$ cat src/rtl/dsp48a1_trace_capture_if.sv
// dsp48a1_trace_capture_if: byte stream carrying 35-byte trace records
// TDATA/TVALID/TLAST driven by master, TREADY driven by slave
interface dsp48a1_trace_capture_if;
  logic [7:0] TDATA;
  logic TVALID;
  logic TREADY;
  logic TLAST;
  modport master(output TDATA, TVALID, TLAST, input TREADY);
  modport slave(input TDATA, TVALID, TLAST, output TREADY);
endinterface

$ cat src/rtl/dsp48a1_trace_capture.sv
// dsp48a1_trace_capture: samples DSP48A1 probes into a record FIFO and serializes records MSB-first
// CLK/RST: clock and sync active-high reset; CAP_EN: capture probes this edge
// A..P: DSP48A1 probe inputs; tr: byte stream (master); FIFO_CNT: queued records
// DROP_CNT: saturating count of overflowed records; BUSY: sending or FIFO non-empty
module dsp48a1_trace_capture #(
  parameter int WIDTH_1 = 8,
  parameter int WIDTH_2 = 18,
  parameter int WIDTH_3 = 36,
  parameter int WIDTH_4 = 48,
  parameter int DEPTH = 4,
  parameter int CNT_W = 16
) (
  input  logic                       CLK,
  input  logic                       RST,
  input  logic                       CAP_EN,
  input  logic [WIDTH_2-1:0]         A,
  input  logic [WIDTH_2-1:0]         B,
  input  logic [WIDTH_4-1:0]         C,
  input  logic [WIDTH_2-1:0]         D,
  input  logic [WIDTH_2-1:0]         BCIN,
  input  logic [WIDTH_1-1:0]         OPMODE,
  input  logic [WIDTH_4-1:0]         PCIN,
  input  logic                       CARRYIN,
  input  logic [WIDTH_2-1:0]         BCOUT,
  input  logic [WIDTH_3-1:0]         M,
  input  logic                       CARRYOUT,
  input  logic [WIDTH_4-1:0]         P,
  dsp48a1_trace_capture_if.master    tr,
  output logic [$clog2(DEPTH):0]     FIFO_CNT,
  output logic [CNT_W-1:0]           DROP_CNT,
  output logic                       BUSY
);
  localparam int RW = 5*WIDTH_2 + 3*WIDTH_4 + WIDTH_1 + WIDTH_3 + 2;
  localparam int NB = RW/8;
  localparam int AW = $clog2(DEPTH);
  localparam int IW = $clog2(NB);
  typedef enum logic {IDLE, SEND} state_t;
  state_t state, state_nx;
  logic [RW-1:0] mem [DEPTH];
  logic [RW-1:0] shift;
  logic [RW-1:0] rec;
  logic [AW-1:0] wr_ptr, rd_ptr;
  logic [IW-1:0] idx;
  logic last, advance, pop, push, drop;
  assign rec = {A, B, C, D, BCIN, OPMODE, PCIN, CARRYIN, BCOUT, M, CARRYOUT, P};
  assign tr.TVALID = state == SEND;
  assign tr.TLAST = state == SEND && last;
  assign tr.TDATA = shift[RW-1 -: 8];
  assign BUSY = state == SEND || FIFO_CNT != 0;
  // advance: the serializer is ready for a new record (idle, or final byte accepted)
  always_comb begin
    last = idx == IW'(NB-1);
    advance = state == IDLE || (tr.TREADY && last);
    pop = advance && FIFO_CNT != 0;
    state_nx = advance ? (pop ? SEND : IDLE) : state;
    push = CAP_EN && (FIFO_CNT < (AW+1)'(DEPTH) || pop);
    drop = CAP_EN && !push;
  end
  always_ff @(posedge CLK) begin
    state <= RST ? IDLE : state_nx;
  end
  // when full, push and pop hit the same slot; the pop reads the old contents
  always_ff @(posedge CLK) begin
    if (push && !RST) mem[wr_ptr] <= rec;
  end
  always_ff @(posedge CLK) begin
    if (RST) begin
      wr_ptr <= '0;
      rd_ptr <= '0;
      FIFO_CNT <= '0;
      DROP_CNT <= '0;
      idx <= '0;
      shift <= '0;
    end else begin
      if (push) wr_ptr <= wr_ptr + 1'b1;
      if (pop) begin
        shift <= mem[rd_ptr];
        rd_ptr <= rd_ptr + 1'b1;
        idx <= '0;
      end else if (state == SEND && tr.TREADY && !last) begin
        shift <= shift << 8;
        idx <= idx + 1'b1;
      end
      FIFO_CNT <= FIFO_CNT + {AW'(0), push} - {AW'(0), pop};
      if (drop && !(&DROP_CNT)) DROP_CNT <= DROP_CNT + 1'b1;
    end
  end
endmodule
$ cat src/flat_wrapper.sv
// flat-port wrapper written by rule: the top's interface ports become plain ports
module dsp48a1_trace_capture_flat 
#(
  parameter int WIDTH_1 = 8,
  parameter int WIDTH_2 = 18,
  parameter int WIDTH_3 = 36,
  parameter int WIDTH_4 = 48,
  parameter int DEPTH = 4,
  parameter int CNT_W = 16
)
  (CLK, RST, CAP_EN, A, B, C, D, BCIN, OPMODE, PCIN, CARRYIN, BCOUT, M, CARRYOUT, P, FIFO_CNT, DROP_CNT, BUSY, tr_TDATA, tr_TVALID, tr_TLAST, tr_TREADY);
  dsp48a1_trace_capture_if tr_i ();
  input  logic CLK;
  input  logic RST;
  input  logic CAP_EN;
  input  logic [WIDTH_2-1:0] A;
  input  logic [WIDTH_2-1:0] B;
  input  logic [WIDTH_4-1:0] C;
  input  logic [WIDTH_2-1:0] D;
  input  logic [WIDTH_2-1:0] BCIN;
  input  logic [WIDTH_1-1:0] OPMODE;
  input  logic [WIDTH_4-1:0] PCIN;
  input  logic CARRYIN;
  input  logic [WIDTH_2-1:0] BCOUT;
  input  logic [WIDTH_3-1:0] M;
  input  logic CARRYOUT;
  input  logic [WIDTH_4-1:0] P;
  output logic [$clog2(DEPTH):0] FIFO_CNT;
  output logic [CNT_W-1:0] DROP_CNT;
  output logic BUSY;
  output wire logic [$bits(tr_i.TDATA)-1:0] tr_TDATA;
  output wire logic [$bits(tr_i.TVALID)-1:0] tr_TVALID;
  output wire logic [$bits(tr_i.TLAST)-1:0] tr_TLAST;
  input wire logic [$bits(tr_i.TREADY)-1:0] tr_TREADY;
  assign tr_TDATA = tr_i.TDATA;
  assign tr_TVALID = tr_i.TVALID;
  assign tr_TLAST = tr_i.TLAST;
  assign tr_i.TREADY = tr_TREADY;
  dsp48a1_trace_capture #(.WIDTH_1(WIDTH_1), .WIDTH_2(WIDTH_2), .WIDTH_3(WIDTH_3), .WIDTH_4(WIDTH_4), .DEPTH(DEPTH), .CNT_W(CNT_W)) u_core (.CLK(CLK), .RST(RST), .CAP_EN(CAP_EN), .A(A), .B(B), .C(C), .D(D), .BCIN(BCIN), .OPMODE(OPMODE), .PCIN(PCIN), .CARRYIN(CARRYIN), .BCOUT(BCOUT), .M(M), .CARRYOUT(CARRYOUT), .P(P), .tr(tr_i), .FIFO_CNT(FIFO_CNT), .DROP_CNT(DROP_CNT), .BUSY(BUSY));
endmodule
$ cat config.mk
export PLATFORM = sky130hd
export DESIGN_NAME = dsp48a1_trace_capture_flat
export DESIGN_NICKNAME = d
export VERILOG_FILES = /design/src/rtl/dsp48a1_trace_capture_if.sv /design/src/rtl/dsp48a1_trace_capture.sv /design/src/flat_wrapper.sv
export SDC_FILE = /design/constraint.sdc
export NUM_CORES = 1
export LEC_CHECK = 0
export BUFFER_PORTS_ARGS = -buffer_cell sky130_fd_sc_hd__buf_2
export CAP_MARGIN = 0
export CORE_ASPECT_RATIO = 1.2
export CORE_MARGIN = 2
export CORE_UTILIZATION = 60
export CTS_CLUSTER_DIAMETER = 40
export CTS_CLUSTER_SIZE = 30
export DETAILED_ROUTE_END_ITERATION = 10
export GPL_ROUTABILITY_DRIVEN = 0
export PLACE_DENSITY = 0.88
export SYNTH_ARGS = -nofsm -noshare
export SYNTH_HDL_FRONTEND = slang
export SYNTH_SLANG_ARGS = --single-unit
$ cat constraint.sdc
create_clock -name CLK -period 10.61 [get_ports CLK]
set_clock_uncertainty 0.05 [all_clocks]
set_input_delay 1.061 -clock CLK [delete_from_list [all_inputs] [get_ports CLK]]
set_output_delay 1.061 -clock CLK [all_outputs]
set_load 0.02 [all_outputs]
# After elaboration in Yosys (flattened, before gate mapping)
# Memories as Yosys holds them, arrays and structs flattened. A register that Yosys moved wholly into a read port is not among the register bits.
# Cells that the tools add are included.
# classes
n_addsub	6
magnitude_cmp	1
n_eq_ne	1
muxes	7
bitwise_logic	1
reduce_logical	20
# op_table
operator	count
$mux 280	2
$add 16x1->16 const B	1
$reduce_and 16->1	1
$logic_and 1x1->1	9
$add 6x1->6 const B	1
$eq 6x6->1 const B	1
$add 2x1->2 const B	2
$logic_not 1->1	4
$mux 2	2
$add 3x1->3	1
$logic_or 1x1->1	3
$lt 3x3->1 const B	1
$mux 1	3
$reduce_bool 3->1	1
$sub 3x1->3	1
$reduce_bool 2->1	1
$reduce_or 2->1	1
$not 1->1	1
# totals
ff_bits	310
ram_bits	1120
out_inout_bits	30
word_cells	44
n_memories	1
# memory_table
name	words	word_bits	rd	rd_clocked_by_memory_dff	write_ports	line_no	rtl
u_core.mem	4	280	1	1	1	dsp48a1_trace_capture.sv:39	logic [RW-1:0] mem [DEPTH];

# Depth between registers and ports, before layout
# logic_depth
depth_word	9
depth_mapped	15
ltp_nobuf	14

# Worst setup path before layout
# OpenSTA, ideal clock, no wires.
# synth_path
path_type	input to register
from	input tr_TREADY
to	memory u_core.mem[0][0] (netlist name) (enable)
arrival_time_ns	8.125
slack_ns	1.757
path_stages	5
path_buffers	0
path_cell_list	nand3_1 -> o21ai_2 -> o21ai_0 -> nor2_1 -> and2_1
# synth_between
elab_chain_len	8
# synth_lines
item	line_no	rtl
from (decl)	flat_wrapper.sv:34	input wire logic [$bits(tr_i.TREADY)-1:0] tr_TREADY;
$logic_and 1x1->1	dsp48a1_trace_capture.sv:53	advance = state == IDLE || (tr.TREADY && last);
$logic_or 1x1->1	dsp48a1_trace_capture.sv:53	
$logic_and 1x1->1	dsp48a1_trace_capture.sv:54	pop = advance && FIFO_CNT != 0;
$logic_or 1x1->1	dsp48a1_trace_capture.sv:56	push = CAP_EN && (FIFO_CNT < (AW+1)'(DEPTH) || pop);
$logic_and 1x1->1	dsp48a1_trace_capture.sv:56	
$logic_and 1x1->1	dsp48a1_trace_capture.sv:64	if (push && !RST) mem[wr_ptr] <= rec;
$mux 1	dsp48a1_trace_capture.sv:64	
$mux 1 (not written as such)	dsp48a1_trace_capture.sv:64	
to (decl)	dsp48a1_trace_capture.sv:39	
# Every way passes these cells.

# Worst setup path after layout
# layout_path
from	input tr_TREADY
to	memory u_core.mem[3][128] (netlist name) (enable)
# Same word-level chain as after synthesis.

==> impl_metrics.prom <==
# TYPE chip_impl_metric gauge
chip_impl_info{name="outcome",value="complete, no violations"} 1
chip_impl_metric{name="insertion_delay",unit="ns"} 0.76
chip_impl_metric{name="synth_cells",unit=""} 3196
chip_impl_metric{name="htree_num_levels",unit=""} 4
chip_impl_info{name="crit_path_end_kind",value="flop"} 1
chip_impl_metric{name="core",unit="sq um"} 90990
chip_impl_metric{name="critical_path.max_fanout",unit=""} 62
chip_impl_metric{name="initial_utilization",unit="%"} 60.62
chip_impl_metric{name="cts_post_setup_buffers_inserted",unit=""} 0
chip_impl_info{name="synth_largest_area_cell",value="sky130_fd_sc_hd__edfxtp_1"} 1
chip_impl_metric{name="timing.slew.headroom",unit="%"} 13.31
chip_impl_info{name="synth.top_cells.by_area",value="sky130_fd_sc_hd__edfxtp_1 (61%), sky130_fd_sc_hd__mux4_2 (11%), sky130_fd_sc_hd__dfxtp_1 (11%)"} 1
chip_impl_metric{name="cts-buffers-inserted",unit=""} 137
chip_impl_metric{name="drv_slew",unit=""} 0
chip_impl_info{name="hold_end",value="u_core.shift[203]"} 1
chip_impl_metric{name="synth-seq-area-share",unit="%"} 72.29
chip_impl_metric{name="r2r_slack",unit="ns"} 5.90
chip_impl_metric{name="worst_hold_path.num_cells",unit=""} 2
chip_impl_info{name="hold_class",value="reg2reg"} 1
chip_impl_metric{name="final.setup.tns",unit="ns"} 0
chip_impl_metric{name="power.clock.fraction",unit="%"} 32.0
chip_impl_metric{name="io_buffers",unit=""} 313
chip_impl_info{name="timing.hold.worst.start",value="u_core.shift[203]"} 1
chip_impl_metric{name="finalNetCount",unit=""} 3747
chip_impl_metric{name="globalRouteOverflowTotal",unit=""} 0
chip_impl_metric{name="finalHoldViolCount",unit=""} 0
chip_impl_metric{name="route.vias.total",unit=""} 30370
chip_impl_metric{name="postCtsHoldBufs",unit=""} 0
chip_impl_metric{name="design_power_total",unit="mW"} 15.55
chip_impl_metric{name="synth.cell_area",unit="sq um"} 55160
chip_impl_metric{name="cts.path.max_buffers",unit=""} 3
chip_impl_metric{name="route.antenna.remaining_nets",unit=""} 0
chip_impl_metric{name="grtUsageTotal",unit="%"} 26.15
chip_impl_metric{name="detail_route.wl_per_cell",unit="um"} 25.44
chip_impl_metric{name="layout.cells.non_filler",unit=""} 4840
chip_impl_metric{name="timing.hold.ws",unit="ns"} 0.4339
chip_impl_metric{name="drv_cap",unit=""} 0
chip_impl_metric{name="cp.arrival",unit="ns"} 5.07
chip_impl_info{name="synth_flop_cell",value="sky130_fd_sc_hd__edfxtp_1"} 1
chip_impl_metric{name="period_share",unit="%"} 44.87
chip_impl_metric{name="dp_hpwl",unit="mm"} 69.93
chip_impl_metric{name="grt_pass1_wl",unit="mm"} 185.6
chip_impl_metric{name="placementRows",unit=""} 121
chip_impl_info{name="rsz0062_at_grt",value="false"} 1
chip_impl_metric{name="worst_setup_hold_path_clk_slew",unit="ns"} 0.06
chip_impl_info{name="worst_setup_path_start_kind",value="input port"} 1
chip_impl_metric{name="drc",unit=""} 0
chip_impl_metric{name="drt-vias-per-instance",unit=""} 6.275
chip_impl_info{name="r2r-end",value="u_core.mem[3][128]"} 1
chip_impl_metric{name="floorplan.die_area",unit="sq um"} 94390
chip_impl_metric{name="number_of_clock_sinks",unit=""} 1432
chip_impl_metric{name="pin_count_of_the_biggest_net_entering_global_routing",unit=""} 188
chip_impl_metric{name="cp.required",unit="ns"} 10.92
chip_impl_metric{name="seq_power_share",unit="%"} 46.8
chip_impl_metric{name="timing_worst_slew_pin_value",unit="ns"} 1.300
chip_impl_metric{name="area_delta_synth_final",unit="%"} 12.93
chip_impl_metric{name="cellLeakagePower",unit="nW"} 19.98
chip_impl_metric{name="cts_repair_resize_count",unit=""} 0
chip_impl_info{name="tritoncts_clock_tree",value="built"} 1
chip_impl_info{name="clock_tree.root_cell",value="sky130_fd_sc_hd__clkbuf_16"} 1
chip_impl_metric{name="power-per-cell-area",unit="nW/um^2"} 249.6
chip_impl_metric{name="first_global_vias",unit=""} 30870
chip_impl_metric{name="avgSynthCellArea",unit="sq um"} 17.26
chip_impl_metric{name="combinationalPowerShare",unit="%"} 21.3
chip_impl_metric{name="net_sw_power",unit="mW"} 4.672
chip_impl_metric{name="drt_first_pass_iters",unit=""} 6
chip_impl_metric{name="die_height",unit="um"} 336.2
chip_impl_metric{name="antenna_violations_before_repair",unit=""} 75
chip_impl_info{name="r2r_start",value="u_core.idx[0]"} 1
chip_impl_metric{name="dr.first_iter.drc_count",unit=""} 3039
chip_impl_metric{name="synth_top_area_share",unit="%"} 60.97
chip_impl_metric{name="power_report.internal_total",unit="mW"} 10.88
chip_impl_metric{name="warnings_synthesis",unit=""} 0
chip_impl_metric{name="r2r.worst_path.cells",unit=""} 9
chip_impl_metric{name="setup_violations",unit=""} 0
chip_impl_metric{name="synth_enable_flop_cells",unit=""} 1120
chip_impl_metric{name="syn_nets",unit=""} 3490
chip_impl_metric{name="floorplan.io_pins",unit=""} 314
chip_impl_metric{name="p_sw_share",unit="%"} 30.04
chip_impl_metric{name="synth.ff_latch_count",unit=""} 1432
chip_impl_info{name="worstSetupPathType",value="in2reg"} 1
chip_impl_metric{name="placed_cells_incl_taps",unit=""} 4544
chip_impl_metric{name="irDropWorstVdd",unit="V"} 0.0002559
chip_impl_metric{name="share_of_cells_above_drive_strength_1",unit="%"} 30.14
chip_impl_metric{name="width_of_the_die",unit="um"} 280.8
chip_impl_metric{name="synth.distinct_cells",unit=""} 44
chip_impl_metric{name="timing.fmax",unit="MHz"} 210.1
chip_impl_metric{name="postSynth.asyncResetShare",unit="%"} 0
chip_impl_metric{name="final.min_clock_period",unit="ns"} 4.761
chip_impl_metric{name="wl",unit="mm"} 123.1
[registers in the layout, indices dropped and copies added (netlist names), named ones only]
| register | cells |
|---|---|
| u_core.mem | 1120 |
| u_core.wr_ptr | 2 |
| u_core.tr.TVALID | 1 |
| u_core.idx | 6 |
| u_core.rd_ptr | 2 |
| u_core.FIFO_CNT | 3 |
| u_core.shift | 280 |
| u_core.DROP_CNT | 16 |
[Yosys cell counts (2+ instances only)]
cell                        instances
sky130_fd_sc_hd__ha_1               9
sky130_fd_sc_hd__edfxtp_1        1120
sky130_fd_sc_hd__mux2i_1            2
sky130_fd_sc_hd__nor2_1           284
sky130_fd_sc_hd__nor3_1             7
sky130_fd_sc_hd__and3_1            12
sky130_fd_sc_hd__a311oi_2         200
sky130_fd_sc_hd__buf_4             10
sky130_fd_sc_hd__nand3_1           27
sky130_fd_sc_hd__a311oi_1          64
sky130_fd_sc_hd__clkbuf_1         110
sky130_fd_sc_hd__and4_1             2
sky130_fd_sc_hd__inv_1             11
sky130_fd_sc_hd__nand2b_1          10
sky130_fd_sc_hd__nand2_1          540
sky130_fd_sc_hd__mux4_2           280
sky130_fd_sc_hd__and2_1             7
sky130_fd_sc_hd__o2111ai_1          6
sky130_fd_sc_hd__buf_1              7
sky130_fd_sc_hd__buf_2             78
sky130_fd_sc_hd__buf_6             23
sky130_fd_sc_hd__dfxtp_1          312
sky130_fd_sc_hd__xnor2_1            7
sky130_fd_sc_hd__xor2_1            12
sky130_fd_sc_hd__o21ai_0            5
sky130_fd_sc_hd__a221o_1            9
sky130_fd_sc_hd__or3_1              4
sky130_fd_sc_hd__a21oi_1           22
[power by group through the flow]
stage                     clock network, mW  registers [mW]  logic (mW)
after detailed placement                  0            7.34        3.27
after floorplan                           0            7.18        2.74
after global placement                    0            7.32        3.14
after global routing                   5.24            7.32        3.56
after CTS                              5.03            7.25        3.32
final                                  4.97            7.27        3.31
[worst max-delay path, stage by stage]
cell and delay, ns:
sky130_fd_sc_hd__buf_2 0.32, sky130_fd_sc_hd__nand3_1 0.19, sky130_fd_sc_hd__o21ai_2 0.33, sky130_fd_sc_hd__o21ai_0 0.28, sky130_fd_sc_hd__nor2_1 0.34, sky130_fd_sc_hd__and2_4 0.70
sky130_fd_sc_hd__buf_4 0.86, sky130_fd_sc_hd__buf_4 0.79
[worst max-delay path by stage]
stage	start	to	slack, ns
global placement	tr_TREADY	u_core.mem[3][130]	5.23
finish	tr_TREADY	u_core.mem[3][128]	5.85
floorplan	tr_TREADY	u_core.mem[0][0]	1.76
detailed placement	tr_TREADY	u_core.mem[3][129]	5.10
global route	tr_TREADY	u_core.mem[3][131]	5.64
CTS	tr_TREADY	u_core.mem[3][128]	5.89
[through the flow]
step	setup slack [ns]	utilization [%]	instance area (sq um)
3_5_place_dp	5.099	63.21	57510
3_3_place_gp	5.230	63.21	57510
4_1_cts	5.890	68.36	62200
2_1_floorplan	1.757	-	55160
6_report	5.849	68.47	62300
5_1_grt	5.644	68.43	62270
[cell families after synthesis]
kind of cell / after synthesis / synth area share (%)
flip-flops: 1432 / 72.29
AND/OR/NAND/NOR: 900 / 6.419
AO/OA/AOI/OAI: 314 / 7.093
multiplexers: 282 / 11.47
buffers and inverters: 239 / 2.184
XOR/XNOR: 19 / 0.3017
adder cells (fa/ha/maj): 10 / 0.2404
[placed cells by master (no fill, tap or decap), types with 12 or more instances in the layout]
cell / Yosys / final
sky130_fd_sc_hd__a21oi_1: 22 / 22
sky130_fd_sc_hd__diode_2: 0 / 40
sky130_fd_sc_hd__buf_4: 10 / 25
sky130_fd_sc_hd__clkbuf_16: 0 / 142
sky130_fd_sc_hd__a311oi_1: 64 / 64
sky130_fd_sc_hd__clkbuf_1: 110 / 15
sky130_fd_sc_hd__buf_2: 78 / 312
sky130_fd_sc_hd__xor2_1: 12 / 12
sky130_fd_sc_hd__a311oi_2: 200 / 200
sky130_fd_sc_hd__edfxtp_1: 1120 / 1120
sky130_fd_sc_hd__mux4_2: 280 / 280
sky130_fd_sc_hd__clkinvlp_4: 0 / 14
sky130_fd_sc_hd__nor2_1: 284 / 284
sky130_fd_sc_hd__dfxtp_1: 312 / 310
sky130_fd_sc_hd__and3_1: 12 / 12
sky130_fd_sc_hd__inv_8: 0 / 12
sky130_fd_sc_hd__inv_6: 0 / 25
sky130_fd_sc_hd__nand2_1: 540 / 540
sky130_fd_sc_hd__nand3_1: 27 / 26
[final cells by class]
| type | count | area (sq um) |
|---|---|---|
| Clock buffer | 164 | 3706 |
| Sequential cell | 1432 | 39890 |
| Inverter | 11 | 41.29 |
| Timing Repair Buffer | 346 | 1924 |
| Clock inverter | 92 | 975.9 |
| Tap cell | 1230 | 1539 |
| Multi-Input combinational cell | 1525 | 14120 |
| Fill cell | 5589 | 28690 |
| Antenna cell | 40 | 100.1 |
[metal layers]
| layer | vias up | GRT usage [%] | part of all wire (%) |
|---|---|---|---|
| met5 | - | 0 | 0.31 |
| met4 | 60 | 11.40 | 3.6 |
| met3 | 323 | 5.989 | 7.7 |
| met2 | 1447 | 44.05 | 52 |
| met1 | 15490 | 32.71 | 36 |
| li1 | 13050 | - | - |
No activity file was read; power rests on OpenSTA's default activity.
